===== config.mk =====
export PLATFORM = sky130hd
export DESIGN_NAME = mf_symbol_sync
export DESIGN_NICKNAME = d
export VERILOG_FILES = /design/src/rtl/ble_rx_pkg.sv /design/src/rtl/mf_phase_tracker.sv /design/src/rtl/mf_symbol_sync.sv
export SDC_FILE = /design/constraint.sdc
export NUM_CORES = 1
export LEC_CHECK = 0
export CAP_MARGIN = 20
export CORE_MARGIN = 2
export CORE_UTILIZATION = 55
export DETAILED_ROUTE_END_ITERATION = 12
export MAX_ROUTING_LAYER = met4
export PLACE_DENSITY = 0.87
export REMOVE_ABC_BUFFERS = 1
export SLEW_MARGIN = 20
export SYNTH_ARGS = -nofsm -noshare
export SYNTH_HDL_FRONTEND = slang
export SYNTH_SLANG_ARGS = --single-unit

===== constraint.sdc =====
create_clock -name clk -period 2.85 [get_ports clk]
set_clock_uncertainty 0.1 [all_clocks]
set_input_delay 0.4275 -clock clk [delete_from_list [all_inputs] [get_ports clk]]
set_output_delay 0.4275 -clock clk [all_outputs]
set_load 0.02 [all_outputs]

===== src/rtl/ble_rx_pkg.sv =====
// Shared types and constants for the BLE receive path.
package ble_rx_pkg;

   typedef enum logic [1:0] {IDLE, SEARCH, LOCKED} state_t;
   typedef enum logic [1:0] {NONE, HOLD, SKIP} corr_t;

   localparam logic [7:0] PREAMBLE_A = 8'h55;
   localparam logic [7:0] PREAMBLE_B = 8'hAA;
   localparam int         SPS_DEF    = 16;

endpackage


===== src/rtl/mf_phase_tracker.sv =====
// Sample-phase counter, mf_update strobe, HOLD/SKIP timing correction and lock-loss counter.
// MF_TIMING_TRACK_EN undefined: counter free-runs, loss stays low.
module mf_phase_tracker
   import ble_rx_pkg::*;
#(
   parameter int SPS       = SPS_DEF,
   parameter int SAMPLE_PT = SPS / 2,
   parameter int LOSS_SYMS = 8
) (
   input  logic clk,
   input  logic rst,
   input  logic active,
   input  logic mf_decision,
   input  logic loss_clr,
   output logic mf_update,
   output logic wrap,
   output logic loss
);
   localparam int PW = $clog2(SPS);
   typedef logic [PW-1:0] phase_t;
   localparam phase_t LAST = phase_t'(SPS - 1);
   localparam phase_t SMP  = phase_t'(SAMPLE_PT);
   localparam phase_t ONE  = phase_t'(1);

   phase_t phase_cnt;
   logic   wrap_q;

   assign mf_update = active && (phase_cnt == SMP);
   assign wrap      = wrap_q;

`ifdef MF_TIMING_TRACK_EN
   localparam int LW = $clog2(LOSS_SYMS + 1);
   typedef logic [LW-1:0] loss_t;
   localparam loss_t  LOSS_MAX = loss_t'(LOSS_SYMS);
   localparam phase_t HALF     = phase_t'(SPS / 2);

   logic  prev_decision, seen, held, trans;
   corr_t pend, corr_now, corr_eff;
   loss_t loss_cnt;

   assign trans = mf_decision != prev_decision;
   assign loss  = loss_cnt == LOSS_MAX;

   // wrap_q marks the first cycle of a symbol, so a transition there is phase 0
   always_comb begin
      corr_now = NONE;
      if (trans && !seen && !wrap_q && (phase_cnt != '0))
         corr_now = (phase_cnt < HALF) ? HOLD : SKIP;
      corr_eff = (pend != NONE) ? pend : corr_now;
   end

   always_ff @(posedge clk or negedge rst) begin
      if (!rst) begin
         phase_cnt     <= '0;
         wrap_q        <= 1'b0;
         prev_decision <= 1'b0;
         seen          <= 1'b0;
         held          <= 1'b0;
         pend          <= NONE;
         loss_cnt      <= '0;
      end else if (!active) begin
         phase_cnt     <= '0;
         wrap_q        <= 1'b0;
         prev_decision <= 1'b0;
         seen          <= 1'b0;
         held          <= 1'b0;
         pend          <= NONE;
         loss_cnt      <= '0;
      end else begin
         prev_decision <= mf_decision;
         seen          <= wrap_q ? trans : (seen | trans);
         wrap_q        <= 1'b0;
         if (loss_clr || (wrap_q && seen))
            loss_cnt <= '0;
         else if (wrap_q && !loss)
            loss_cnt <= loss_cnt + loss_t'(1);
         if (phase_cnt == LAST) begin
            pend <= NONE;
            if ((corr_eff == HOLD) && !held) begin
               held <= 1'b1;
            end else begin
               held      <= 1'b0;
               wrap_q    <= 1'b1;
               phase_cnt <= (corr_eff == SKIP) ? ONE : '0;
            end
         end else begin
            pend      <= corr_eff;
            phase_cnt <= phase_cnt + ONE;
         end
      end
   end
`else
   logic unused_inputs;
   assign unused_inputs = mf_decision ^ loss_clr;
   assign loss          = 1'b0;

   always_ff @(posedge clk or negedge rst) begin
      if (!rst) begin
         phase_cnt <= '0;
         wrap_q    <= 1'b0;
      end else if (!active) begin
         phase_cnt <= '0;
         wrap_q    <= 1'b0;
      end else begin
         phase_cnt <= phase_cnt + ONE;
         wrap_q    <= phase_cnt == LAST;
      end
   end
`endif

endmodule


===== src/rtl/mf_symbol_sync.sv =====
// Symbol-timing controller and bit framer after Matched_Filter: preamble hunt, lock, bit delivery.
// Timing tracking (HOLD/SKIP, lock loss) is built in when MF_TIMING_TRACK_EN is defined.
//
// state  | meaning
// IDLE   | disabled, counters and outputs held at 0
// SEARCH | slicing bits into the shift register, hunting for 0x55 / 0xAA
// LOCKED | delivering framed bits until MAX_BITS or lock loss
module mf_symbol_sync
   import ble_rx_pkg::*;
#(
   parameter int SPS       = SPS_DEF,
   parameter int SAMPLE_PT = SPS / 2,
   parameter int MAX_BITS  = 2120,
   parameter int LOSS_SYMS = 8
) (
   input  logic        clk,
   input  logic        rst,
   input  logic        en,
   input  logic        mf_decision,
   output logic        mf_update,
   output logic        bit_valid,
   output logic        bit_data,
   output logic        preamble_det,
   output logic        locked,
   output logic [11:0] bit_cnt
);
   localparam logic [11:0] MAX_CNT = 12'(MAX_BITS);

   state_t     state;
   logic [7:0] sreg;
   logic [7:0] sreg_next;
   logic       active, match, loss, loss_clr, budget_done, unused_wrap;

   assign active      = en && (state != IDLE);
   assign sreg_next   = {sreg[6:0], mf_decision};
   assign match       = (sreg_next == PREAMBLE_A) || (sreg_next == PREAMBLE_B);
   assign loss_clr    = (state == SEARCH) && mf_update && match;
   assign budget_done = mf_update && ((bit_cnt + 12'd1) == MAX_CNT);

   mf_phase_tracker #(
      .SPS       (SPS),
      .SAMPLE_PT (SAMPLE_PT),
      .LOSS_SYMS (LOSS_SYMS)
   ) u_tracker (
      .clk         (clk),
      .rst         (rst),
      .active      (active),
      .mf_decision (mf_decision),
      .loss_clr    (loss_clr),
      .mf_update   (mf_update),
      .wrap        (unused_wrap),
      .loss        (loss)
   );

   always_ff @(posedge clk or negedge rst) begin
      if (!rst) begin
         state        <= IDLE;
         sreg         <= '0;
         bit_valid    <= 1'b0;
         bit_data     <= 1'b0;
         preamble_det <= 1'b0;
         locked       <= 1'b0;
         bit_cnt      <= '0;
      end else if (!en) begin
         state        <= IDLE;
         sreg         <= '0;
         bit_valid    <= 1'b0;
         bit_data     <= 1'b0;
         preamble_det <= 1'b0;
         locked       <= 1'b0;
         bit_cnt      <= '0;
      end else begin
         bit_valid    <= 1'b0;
         preamble_det <= 1'b0;
         case (state)
            IDLE: state <= SEARCH;
            SEARCH: begin
               if (mf_update) begin
                  sreg <= sreg_next;
                  if (match) begin
                     state        <= LOCKED;
                     locked       <= 1'b1;
                     preamble_det <= 1'b1;
                     bit_cnt      <= '0;
                  end
               end
            end
            LOCKED: begin
               if (mf_update) begin
                  sreg      <= sreg_next;
                  bit_valid <= 1'b1;
                  bit_data  <= mf_decision;
                  bit_cnt   <= bit_cnt + 12'd1;
               end
               if (budget_done || loss) begin
                  state  <= SEARCH;
                  locked <= 1'b0;
               end
            end
            default: state <= IDLE;
         endcase
      end
   end

endmodule


==> results of run 1 <==
[critical path: stages (launching register included)]
cell      delay (ns)
dfrtp_1         0.42
inv_1           0.11
ha_1            0.21
nand2b_4        0.14
or3_4           0.42
clkinv_8        0.06
buf_4           0.12
o211ai_4        0.07
a211oi_4        0.28
o221ai_2        0.15
a211o_1         0.28
[where the power goes]
part	total (mW)	leakage (nW)	switching (mW)	internal, mW
combinational	0.137	0.500	0.0800	0.0571
clock	0.289	0.0413	0.146	0.143
sequential	0.425	0.404	0.00742	0.417
total	0.851	0.945	0.233	0.617
[placed cells by master (no fill, tap or decap), types with 2 or more instances in the layout]
cell,netlist,layout
and2_1,4,4
a21o_1,2,2
buf_4,1,12
clkdlybuf4s50_1,0,19
xnor2_1,4,4
clkbuf_8,0,2
nand4_1,6,6
a21boi_0,8,8
nand2_1,21,21
ha_1,7,7
nor2_1,9,9
a22oi_1,4,4
a21oi_1,8,8
and4_1,2,2
a22o_1,3,3
mux2i_1,5,5
dfrtp_1,29,29
o21ai_1,4,4
nor4bb_1,4,4
nor2b_1,4,4
clkbuf_4,0,5
and3_1,7,7
inv_1,10,10
nand3_1,16,16
nor3_1,2,2
o21ai_0,5,5
[flip-flops by register name, summed over array words and instances, names as in the netlist]
name	flops
bit_cnt	12
state	2
bit_data	1
u_tracker.phase_cnt	4
preamble_det	1
bit_valid	1
sreg	7
locked	1
[cells in the mapped netlist, types with 2 or more instances]
cell type and number:
nand2_1 21, a22o_1 3, nor2b_1 4, nand4_1 6
clkbuf_1 2, buf_6 3, o21ai_0 5, buf_2 7
and2_1 4, nor2_1 9, a21oi_1 8, nor4bb_1 4
nand3_1 16, and3_1 7, inv_1 10, mux2i_1 5
a22oi_1 4, dfrtp_1 29, a21boi_0 8, nor3_1 2
ha_1 7, and4_1 2, o21ai_1 4, xnor2_1 4
a21o_1 2
[area by class of cell]
class / instances / area, um^2 / area share [%]
Multi-Input combinational cell: 146 / 1010 / 45.4
Sequential cell: 29 / 726 / 32.5
Timing Repair Buffer: 33 / 313 / 14.0
Clock buffer: 7 / 65.1 / 2.91
Tap cell: 46 / 57.6 / 2.58
Inverter: 11 / 53.8 / 2.41
Clock inverter: 1 / 5.00 / 0.224
[routing by layer]
metal / part of all wire, % / GRT usage (%) / up-vias
met4: 1.8 / 10.3 / 0
li1: - / - / 766
met3: 5.0 / 3.44 / 8
met1: 46 / 30.3 / 750
met5: 0 / - / -
met2: 47 / 34.1 / 50
[worst paths after layout]
path	slack (ns)	cells after the start	endpoint	start
worst max-delay path	0.39	10	state[0]	state[0]
worst min-delay path	0.37	2	sreg[1]	rst
worst max register to register	0.39	10	state[0]	state[0]
worst min register to register	0.39	1	u_tracker.phase_cnt[0]	u_tracker.phase_cnt[0]
max in group asynchronous	2.00	2	state[0]	rst
min in group clk	0.39	1	u_tracker.phase_cnt[0]	u_tracker.phase_cnt[0]
[cells by family (layout without fill, tap and decap cells)]
group / count (synthesis) / in the layout / synth area share (%)
xor+xnor: 5 / 5 / 2.34
compound gates: 47 / 47 / 20.3
simple gates: 82 / 82 / 23.9
flops: 29 / 29 / 38.7
buf+inv: 24 / 52 / 7.35
mux: 5 / 5 / 2.67
fa+ha+maj: 7 / 7 / 4.68
==> impl_metrics.yaml, run 1 <==
synth:
  ys_ff_latch: 29
  synth_edf_count: 0
  ys_top_cells_by_area: "dfrtp_1 39%, ha_1 4.7%, nand3_1 4.3%"
  ys_async_sr_fraction_pct: 100
  ys_seq_area_share_pct: 38.7
  synthDistinctLibCells: 48
  synth_flop_cell: "dfrtp_1"
  synth_area_mm2: 0.00187
  avgSynthCellArea_um2: 9.41
  yosys_warnings: 0
  synth_top_area_share_pct: 38.7
  synth_top_cell_by_area: "dfrtp_1"
  synthCells: 199
placement:
  dp.cells: 265
  dpl_worst_slack_ns: 0.118
  gp_routability_congestion: 0.790
  dp_hpwl_um: 2770
  placed_area_mm2: 0.00216
  numPortBuffers: 20
sta:
  finalSetupViolations: 0
  drv_slew: 0
  min_period_ns: 2.46
  rsz0062_at_grt: "no"
  fmax_mhz: 406
  period_share_pct: 86.4
  tns_ns: 0
  hold_violations: 0
  setup_slack_ns: 0.386
  tightest_slew_ns: 0.454
  holdWs_ns: 0.373
  relSlewSlack_pct: 69.7
worst_setup_path:
  critPathMaxFanout: 4
  crit_type: "register to register"
  startpoint_type: "register"
  crit_path_end_kind: "register"
  crit_required_ns: 2.97
  crit_arrival_ns: 2.58
floorplan:
  core_mm2: 0.00331
  die_area_mm2: 0.00389
  start_util_pct: 56.6
  fp.dieH_um: 62.4
  rows: 21
  ioPinCount: 21
  fp.dieW_um: 62.4
clock_tree:
  numCtsBuffers: 5
  clkSinkCount: 29
  cts_tree: "done"
  clk_pin_slew_ns: 0.10
  clockBufferDepth: 2
  ctsHoldBuffers: 0
  cts_resized: 1
  cts_setup_buffers: 0
  cts-root-buf: "clkbuf_4"
  clock_latency_ns: 0.33
  htreeDepth: 2
detailed_routing:
  drc: 0
  drt_iter0_markers: 63
  firstDrtPassIters: 4
  drt.antenna.violating_nets: 0
  via_per_inst: 5.77
  wl_per_cell_um: 14.3
  routed_wl_um: 3920
  route.vias.total: 1574
layout:
  syn2layout_area_growth_pct: 19.3
  num-fill-cells: 279
  final_nets: 237
  drive_gt1_share_pct: 13.2
  diodes: 0
  fin_util_pct: 67.5
  fin_cells: 273
  fin_area_mm2: 0.00223
global_route:
  antenna_found_initial: 0
  grt_use_total_pct: 22.6
  grt-ovfl-total: 0
  grt_pass1_wl_um: 6850
  grt_pass1_vias: 1464
  grt_start_max_net_pins: 30
pwr:
  p_leak_nw: 0.945
  p_per_area_mw_per_mm2: 381
  vdd_ir_drop_max_mv: 0.219
  power_uw: 851
worst_hold_path:
  min_path_type: "input pin to asynchronous set/reset pin"
run_status:
  status: "finished clean"
run:
  maxCapViolations: 0
Power figures use the tool's default switching activity.
==> inputs of run 2 (changes only) <==
--- a/config.mk
+++ b/config.mk
@@ -9,6 +9,7 @@
 export CORE_MARGIN = 2
 export CORE_UTILIZATION = 55
 export DETAILED_ROUTE_END_ITERATION = 12
+export HOLD_SLACK_MARGIN = 0.1
 export MAX_ROUTING_LAYER = met4
 export PLACE_DENSITY = 0.87
 export REMOVE_ABC_BUFFERS = 1
==> results of run 2 <==
Same layout as run 1: the final DEF is identical, and so are final timing and power.
